File: config.mk
export PLATFORM = sky130hd
export DESIGN_NAME = barcode_reader
export DESIGN_NICKNAME = d
export VERILOG_FILES = /design/src/rtl/barcode_reader.sv
export SDC_FILE = /design/constraint.sdc
export NUM_CORES = 1
export LEC_CHECK = 0
export CORE_MARGIN = 5
export CORE_UTILIZATION = 40
export DETAILED_ROUTE_END_ITERATION = 16
export GPL_ROUTABILITY_DRIVEN = 0
export PLACE_DENSITY = 0.64
export SLEW_MARGIN = 20
export SYNTH_ARGS = -nofsm -noshare
export SYNTH_HDL_FRONTEND = slang
export SYNTH_SLANG_ARGS = --single-unit
File: constraint.sdc
create_clock -name Clock -period 2.05 [get_ports Clock]
set_input_delay 0.3075 -clock Clock [delete_from_list [all_inputs] [get_ports Clock]]
set_output_delay 0.3075 -clock Clock [all_outputs]
set_load 0.03 [all_outputs]
File: src/rtl/barcode_reader.sv
// Bar-code receive path: deserialises a strobed bar/space cell stream into a
// DATA_WIDTH-bit student-number word, checks start/parity/stop framing and
// flags which known client the last good word belongs to.
//
// Input handshake: BitValid is a one-cycle strobe with no backpressure. Every
// cycle in which BitValid is high carries exactly one cell on BarIn, so
// holding BitValid high for N cycles delivers N cells.
module barcode_reader #(
  parameter int                    DATA_WIDTH = 45,
  parameter int                    TIMEOUT    = 1000,
  parameter logic [DATA_WIDTH-1:0] ID_A       = 45'd20460192049719,
  parameter logic [DATA_WIDTH-1:0] ID_B       = 45'd20497192046019
) (
  input  logic                  Clock,
  input  logic                  ResetN,
  input  logic                  BarIn,
  input  logic                  BitValid,
  output logic [DATA_WIDTH-1:0] StudentNumbers,
  output logic                  ClientA,
  output logic                  ClientB,
  output logic                  FrameValid,
  output logic                  FrameError,
  output logic                  Busy,
  output logic [2:0]            state_dbg
);

  localparam int CW = $clog2(DATA_WIDTH);
  localparam int TW = $clog2(TIMEOUT + 1);
  localparam logic [CW-1:0] LAST_BIT = CW'(DATA_WIDTH - 1);
  localparam logic [TW-1:0] TO_LAST  = TW'(TIMEOUT - 1);

  typedef enum logic [2:0] {
    IDLE   = 3'd0,
    START1 = 3'd1,
    START2 = 3'd2,
    DATA   = 3'd3,
    PARITY = 3'd4,
    STOP   = 3'd5
  } state_t;

  state_t                state, next_state;
  logic [DATA_WIDTH-1:0] shift_reg;
  logic [CW-1:0]         bit_cnt;
  logic [TW-1:0]         to_cnt;
  logic                  run_par;
  logic                  parity_ok;

  // Control strobes decoded by the next-state logic for the datapath.
  logic clr_data;
  logic shift_en;
  logic par_load;
  logic accept;
  logic reject;
  logic timeout_hit;

  // The counter would reach TIMEOUT on this edge; a strobe this cycle wins.
  assign timeout_hit = (to_cnt == TO_LAST) && !BitValid;

  assign Busy      = (state != IDLE);
  assign state_dbg = state;

  // State register.
  always_ff @(posedge Clock or negedge ResetN) begin
    if (!ResetN) state <= IDLE;
    else         state <= next_state;
  end

  // Next-state and datapath control decode.
  always_comb begin
    next_state = state;
    clr_data   = 1'b0;
    shift_en   = 1'b0;
    par_load   = 1'b0;
    accept     = 1'b0;
    reject     = 1'b0;
    case (state)
      IDLE: begin
        if (BitValid && BarIn) next_state = START1;
      end
      START1: begin
        // A repeated bar restarts the start pattern rather than failing it.
        if (BitValid) begin
          if (!BarIn) next_state = START2;
        end else if (timeout_hit) begin
          next_state = IDLE;
        end
      end
      START2: begin
        if (BitValid) begin
          if (BarIn) begin
            next_state = DATA;
            clr_data   = 1'b1;
          end else begin
            next_state = IDLE;
          end
        end else if (timeout_hit) begin
          next_state = IDLE;
        end
      end
      DATA: begin
        if (BitValid) begin
          shift_en = 1'b1;
          if (bit_cnt == LAST_BIT) next_state = PARITY;
        end else if (timeout_hit) begin
          reject     = 1'b1;
          next_state = IDLE;
        end
      end
      PARITY: begin
        if (BitValid) begin
          par_load   = 1'b1;
          next_state = STOP;
        end else if (timeout_hit) begin
          reject     = 1'b1;
          next_state = IDLE;
        end
      end
      STOP: begin
        if (BitValid) begin
          next_state = IDLE;
          if (!BarIn && parity_ok) accept = 1'b1;
          else                     reject = 1'b1;
        end else if (timeout_hit) begin
          reject     = 1'b1;
          next_state = IDLE;
        end
      end
      default: next_state = IDLE;
    endcase
  end

  // Inter-strobe watchdog: restarts on every cell and rests while idle.
  always_ff @(posedge Clock or negedge ResetN) begin
    if (!ResetN)                          to_cnt <= '0;
    else if (state == IDLE || BitValid)   to_cnt <= '0;
    else                                  to_cnt <= to_cnt + 1'b1;
  end

  // Payload shift register, bit counter and running parity.
  always_ff @(posedge Clock or negedge ResetN) begin
    if (!ResetN) begin
      shift_reg <= '0;
      bit_cnt   <= '0;
      run_par   <= 1'b0;
      parity_ok <= 1'b0;
    end else begin
      if (clr_data) begin
        bit_cnt <= '0;
        run_par <= 1'b0;
      end
      if (shift_en) begin
        shift_reg <= {shift_reg[DATA_WIDTH-2:0], BarIn};
        run_par   <= run_par ^ BarIn;
        bit_cnt   <= bit_cnt + 1'b1;
      end
      if (par_load) parity_ok <= ~(run_par ^ BarIn);
    end
  end

  // Registered results: only a good frame updates the word and client flags.
  always_ff @(posedge Clock or negedge ResetN) begin
    if (!ResetN) begin
      StudentNumbers <= '0;
      ClientA        <= 1'b0;
      ClientB        <= 1'b0;
      FrameValid     <= 1'b0;
      FrameError     <= 1'b0;
    end else begin
      FrameValid <= accept;
      FrameError <= reject;
      if (accept) begin
        StudentNumbers <= shift_reg;
        ClientA        <= (shift_reg == ID_A);
        ClientB        <= (shift_reg == ID_B);
      end
    end
  end

endmodule

* Word-level counts from Yosys, hierarchy flattened
Cells that the tools add are included.
** Word-level totals
- Bits in registers :: 115
- Output and inout port bits :: 53
** Cells by class
- Add/sub/neg operators :: 2
- Equality and inequality tests :: 12
- Mux-type cells :: 30
- Bitwise gates (word level) :: 2
- Reductions and logical operators :: 11
** Operators by type and width (number)
- 45-bit == test (second input constant) :: 2
- 3-bit 2-to-1 mux :: 9
- 3-bit one-hot mux with 6 select lines :: 1
- 1-bit 2-to-1 mux :: 15
- 6-bit 2-to-1 mux :: 2
- 10-bit by 1-bit adder with 10-bit output (second input constant) :: 1
- 10-bit == test (second input constant) :: 1
- 10-bit 2-to-1 mux :: 1
- 6-bit by 1-bit adder with 6-bit output (second input constant) :: 1
- 3-bit by 2-bit == test with 1-bit output (second input constant) :: 2
- 3-bit == test (second input constant) :: 2
- 6-bit == test (second input constant) :: 1
- 3-bit != test (second input constant) :: 2
- 3-bit by 1-bit == test with 1-bit output (second input constant) :: 1
- 1-bit logical AND :: 3
- 3-bit zero test :: 1
- 3-bit AND reduction :: 1
- 3-bit nonzero test :: 1
- 1-bit zero test :: 2
- 2-bit 2-to-1 mux :: 1
- 2-bit != test (second input constant) :: 1
- 1-bit one-hot mux with 2 select lines :: 1
- 2-bit nonzero test :: 1
- 2-bit OR reduction :: 1
- other kinds (3) :: 3

* Logic depth before layout (Yosys ltp)
- Depth in word-level cells :: 5
- Mapped depth :: 6
- Depth with buffers taken out :: 5

* Worst setup path before layout
OpenSTA, ideal clock, no wires.
- Path kind :: register -> register
- Start point :: register state[2] (netlist: state_dbg[2])
- End point :: register to_cnt[2]
- Setup time :: 0.132 ns
- Data arrival time :: 1.558 ns
- Required time :: 1.918 ns
- Setup slack :: 0.360 ns
- Cell stages (with the launch flop) :: 5
- Path buffers :: 1
- Path through :: dfrtp_1 -> or3_1 -> nand2b_1 -> clkbuf_1 -> nor2_1
** On the way
- Cells in the longest elaborated chain, start to end :: 3
** Ends and longest elaborated chain
- start, declared :: line 41 : state_t state, next_state;
- start signal, assigned :: line 65 : else state <= next_state;
- 3-bit zero test :: line 135 : else if (state == IDLE || BitValid) to_cnt <= '0;
- 1-bit logical OR :: line 135
- 10-bit 2-to-1 mux :: line 135
- end signal, assigned :: line 136 : else to_cnt <= to_cnt + 1'b1;
- end, declared :: line 44 : logic [TW-1:0] to_cnt;
No other way between the ends.
A chain may end at the register's enable or synchronous reset.

* Worst setup path after layout
- Start point :: register state[0] (netlist: state_dbg[0])
- End point :: output state_dbg[0]
** RTL lines
- end, declared :: line 24 : output logic [2:0] state_dbg
No word-level cell between the ends.

==> flow_metrics.py <==
metrics = {
    "status": {
        "status": "finished, final reports clean",
    },
    "timing": {
        "rsz0062_at_grt": "no",
        "holdWs_ns": 0.460,
        "period_needed_ns": 1.93,
        "period_share": 0.941,
        "setup_tns_ns": 0,
        "slew_violations": 0,
        "hold_viol": 0,
        "maxSlewHeadroom": 0.586,
        "fmax_mhz": 518,
        "final-setup-viol-count": 0,
        "worst_pin_slew_ns": 0.621,
        "clock_skew_ns": 0.00756,
    },
    "clock_tree": {
        "cts.sinks": 115,
        "numCtsBuffers": 17,
        "worstSkewPairLatency_ns": 0.41,
        "cts_tree": "built",
        "clkSlewWorstSetupHoldPaths_ns": 0.05,
        "cts_root_buf": "clkbuf_16",
        "clockBufferDepth": 2,
        "post_cts_buffers": 0,
        "cts-htree-levels": 4,
    },
    "logic_synthesis": {
        "synth_fa_ha_area_frac": 0.00776,
        "synth_simple_gate_area_frac": 0.211,
        "synthArstFlopShare": 1.00,
        "synthXorXnorAreaFrac": 0.0127,
        "synth_flop_cell": "dfrtp_1",
        "synth_nets": 451,
        "synth.ff_latch_count": 115,
        "synth-compound-area-share": 0.0362,
        "syn-instance-count": 444,
        "synth-edff-count": 0,
        "synthMuxAreaShare": 0.111,
        "synth_area_sq_um": 4830,
        "yosys_warnings": 0,
        "synth_seq_area_share": 0.595,
        "synth_area_per_cell_sq_um": 10.9,
        "synth_top_family_by_area": "simple AND/OR/NAND/NOR gates",
        "synth.distinct_cells": 44,
    },
    "grt": {
        "grt_max_degree": 116,
        "grt.total_usage": 0.149,
        "antenna_found_initial": 0,
        "grt_pass1_vias": 3448,
        "grt-ovfl-total": 0,
        "grt_pass1_wl_mm": 16.9,
    },
    "detailed_routing": {
        "wl_per_cell_microns": 14.6,
        "firstDrtPassIters": 4,
        "drcViolationCount": 0,
        "drtIter0Drc": 254,
        "vias": 3382,
        "drtAntennaViolNets": 0,
        "wl_mm": 9.84,
        "avgViaCountPerCell": 5.02,
    },
    "layout": {
        "multi_input_area_sq_um": 1840,
        "drive_gt1_frac": 0.173,
        "fillCellCount": 1089,
        "final_cell_mix": "nand2_1 (146), dfrtp_1 (115), clkdlybuf4s50_1 (54)",
        "area.growth.synth_to_final_pct": 27.2,
        "antenna_cells": 0,
        "register_area_sq_um": 2880,
        "final_nets": 521,
        "layout_commonest_cell": "nand2_1",
    },
    "critical_path": {
        "crit_chain": "buf_4, clkdlybuf4s50_1",
        "r2r_start": "state_dbg[2]$_DFFE_PN0P_",
        "regToRegEndpoint": "StudentNumbers[29]$_DFFE_PN0P_",
        "setup.worst_path.start": "state_dbg[0]$_DFFE_PN0P_",
        "crit_family": "buffers and inverters",
        "worst_setup_path_start_kind": "flip-flop",
        "crit_buf_inv": 2,
        "cp_num_cells": 2,
        "cp_max_fo": 12,
        "cpMaxStageDelayCell": "clkdlybuf4s50_1",
        "rr_worst_depth": 5,
        "slowest_delay_ns": 0.69,
        "cp.required_ns": 1.74,
        "critPathCapture": "state_dbg[0]",
        "ff2ff_setup_slack_ns": 0.35,
        "end_kind": "primary output",
        "criticalPathCategory": "reg2out",
        "arrival_ns": 1.62,
    },
    "floorplan": {
        "io-pin-count": 57,
        "die_height_microns": 120,
        "fp-row-count": 40,
        "chipWidth_microns": 120,
        "initial_core_util": 0.406,
        "core_area_sq_um": 11900,
        "die-area_sq_um": 14400,
    },
    "run": {
        "drv_cap": 0,
    },
    "placement": {
        "port_buffers": 56,
        "dp_hpwl_mm": 6.52,
    },
    "power_and_ir_drop": {
        "power_frac_comb": 0.147,
        "p_int_mw": 4.41,
        "leakage_nw": 3.03,
        "p_sw_mw": 1.62,
        "p_per_area_nw_per_um2": 980,
        "p_seq_frac": 0.421,
        "p_clk_frac": 0.432,
        "switching_share": 0.269,
        "irDropWorstVdd_mv": 0.803,
    },
    "min_path": {
        "whs_path_depth": 1,
        "hp-class": "reg2reg",
    },
}
==> metrics by stage <==
stage	util	area (sq um)	setup slack (ns)	std cells	total power, mW
3_3_place_gp	0.471	5610	0.185	641	3.45
5_1_grt	0.516	6150	0.0605	674	6.35
6_report	0.516	6150	0.120	674	6.03
3_5_place_dp	0.471	5610	0.148	641	3.47
4_1_cts	0.516	6140	0.103	673	6.11
2_1_floorplan	-	4830	0.360	444	3.11
==> per-layer routing <==
metal	global-route usage	vias to the layer above	wire, microns
li1	-	1642	-
met1	0.189	1668	4490
met2	0.231	60	4710
met3	0.0556	12	526
met4	0.0580	0	119
met5	0	-	0
==> cells in the mapped netlist, types with 5 or more instances <==
cell type  number  area [sq um]
inv_1           6          22.5
a21oi_1         5          25.0
nand2_1       146           548
buf_2           9          45.0
dfrtp_1       115          2880
clkbuf_1        7          26.3
nand3_1        14          70.1
nor2b_1         5          31.3
o21ai_0         7          35.0
mux2_2         46           518
nor4bb_1        6          60.1
nor2_1         17          63.8
==> layout make-up <==
cell class	instances	share of cell area
Clock inverter	4	0.00366
Tap cell	147	0.0299
Multi-Input combinational cell	303	0.299
Inverter	6	0.00366
Sequential cell	115	0.468
Timing Repair Buffer	71	0.113
Clock buffer	28	0.0824
==> worst register-to-register path, cell delays in order, from the launching register on <==
cell	delay (ns)
dfrtp_1	0.38
buf_4	0.17
and2b_2	0.25
nand4_4	0.15
buf_4	0.26
mux2_2	0.37
==> worst min path at each step <==
stage	slack, ns	from	endpoint
after floorplan	0.01	ResetN	ClientA$_DFFE_PN0P_
after global placement	0.44	ResetN	bit_cnt[5]$_DFFE_PN0P_
after detailed placement	0.44	ResetN	state_dbg[1]$_DFFE_PN0P_
after CTS	0.009	ResetN	bit_cnt[5]$_DFFE_PN0P_
after global routing	0.48	to_cnt[0]$_DFF_PN0_	to_cnt[0]$_DFF_PN0_
final	0.46	to_cnt[0]$_DFF_PN0_	to_cnt[0]$_DFF_PN0_
==> kinds of logic after synthesis <==
family,Yosys count
xor gates and xnor gates,7
buffers and inverters,26
muxes,48
adders and majority gates,3
DFF,115
AOI/OAI and AO/OA,26
and+or+nand+nor,219
==> timing repair <==
action,4_1_cts,5_1_grt
gates resized for setup,1,0
endpoints found under the hold margin,0,16
setup endpoints to repair,1,0
hold buffers,0,1
==> power groups by stage <==
stage	combinational, mW	clock (mW)	sequential (mW)
3_5_place_dp	0.901	0	2.57
5_1_grt	0.988	2.80	2.56
4_1_cts	0.898	2.68	2.54
6_report	0.884	2.61	2.54
3_3_place_gp	0.886	0	2.56
2_1_floorplan	0.480	0	2.63
No activity file was read; power rests on OpenSTA's default activity.
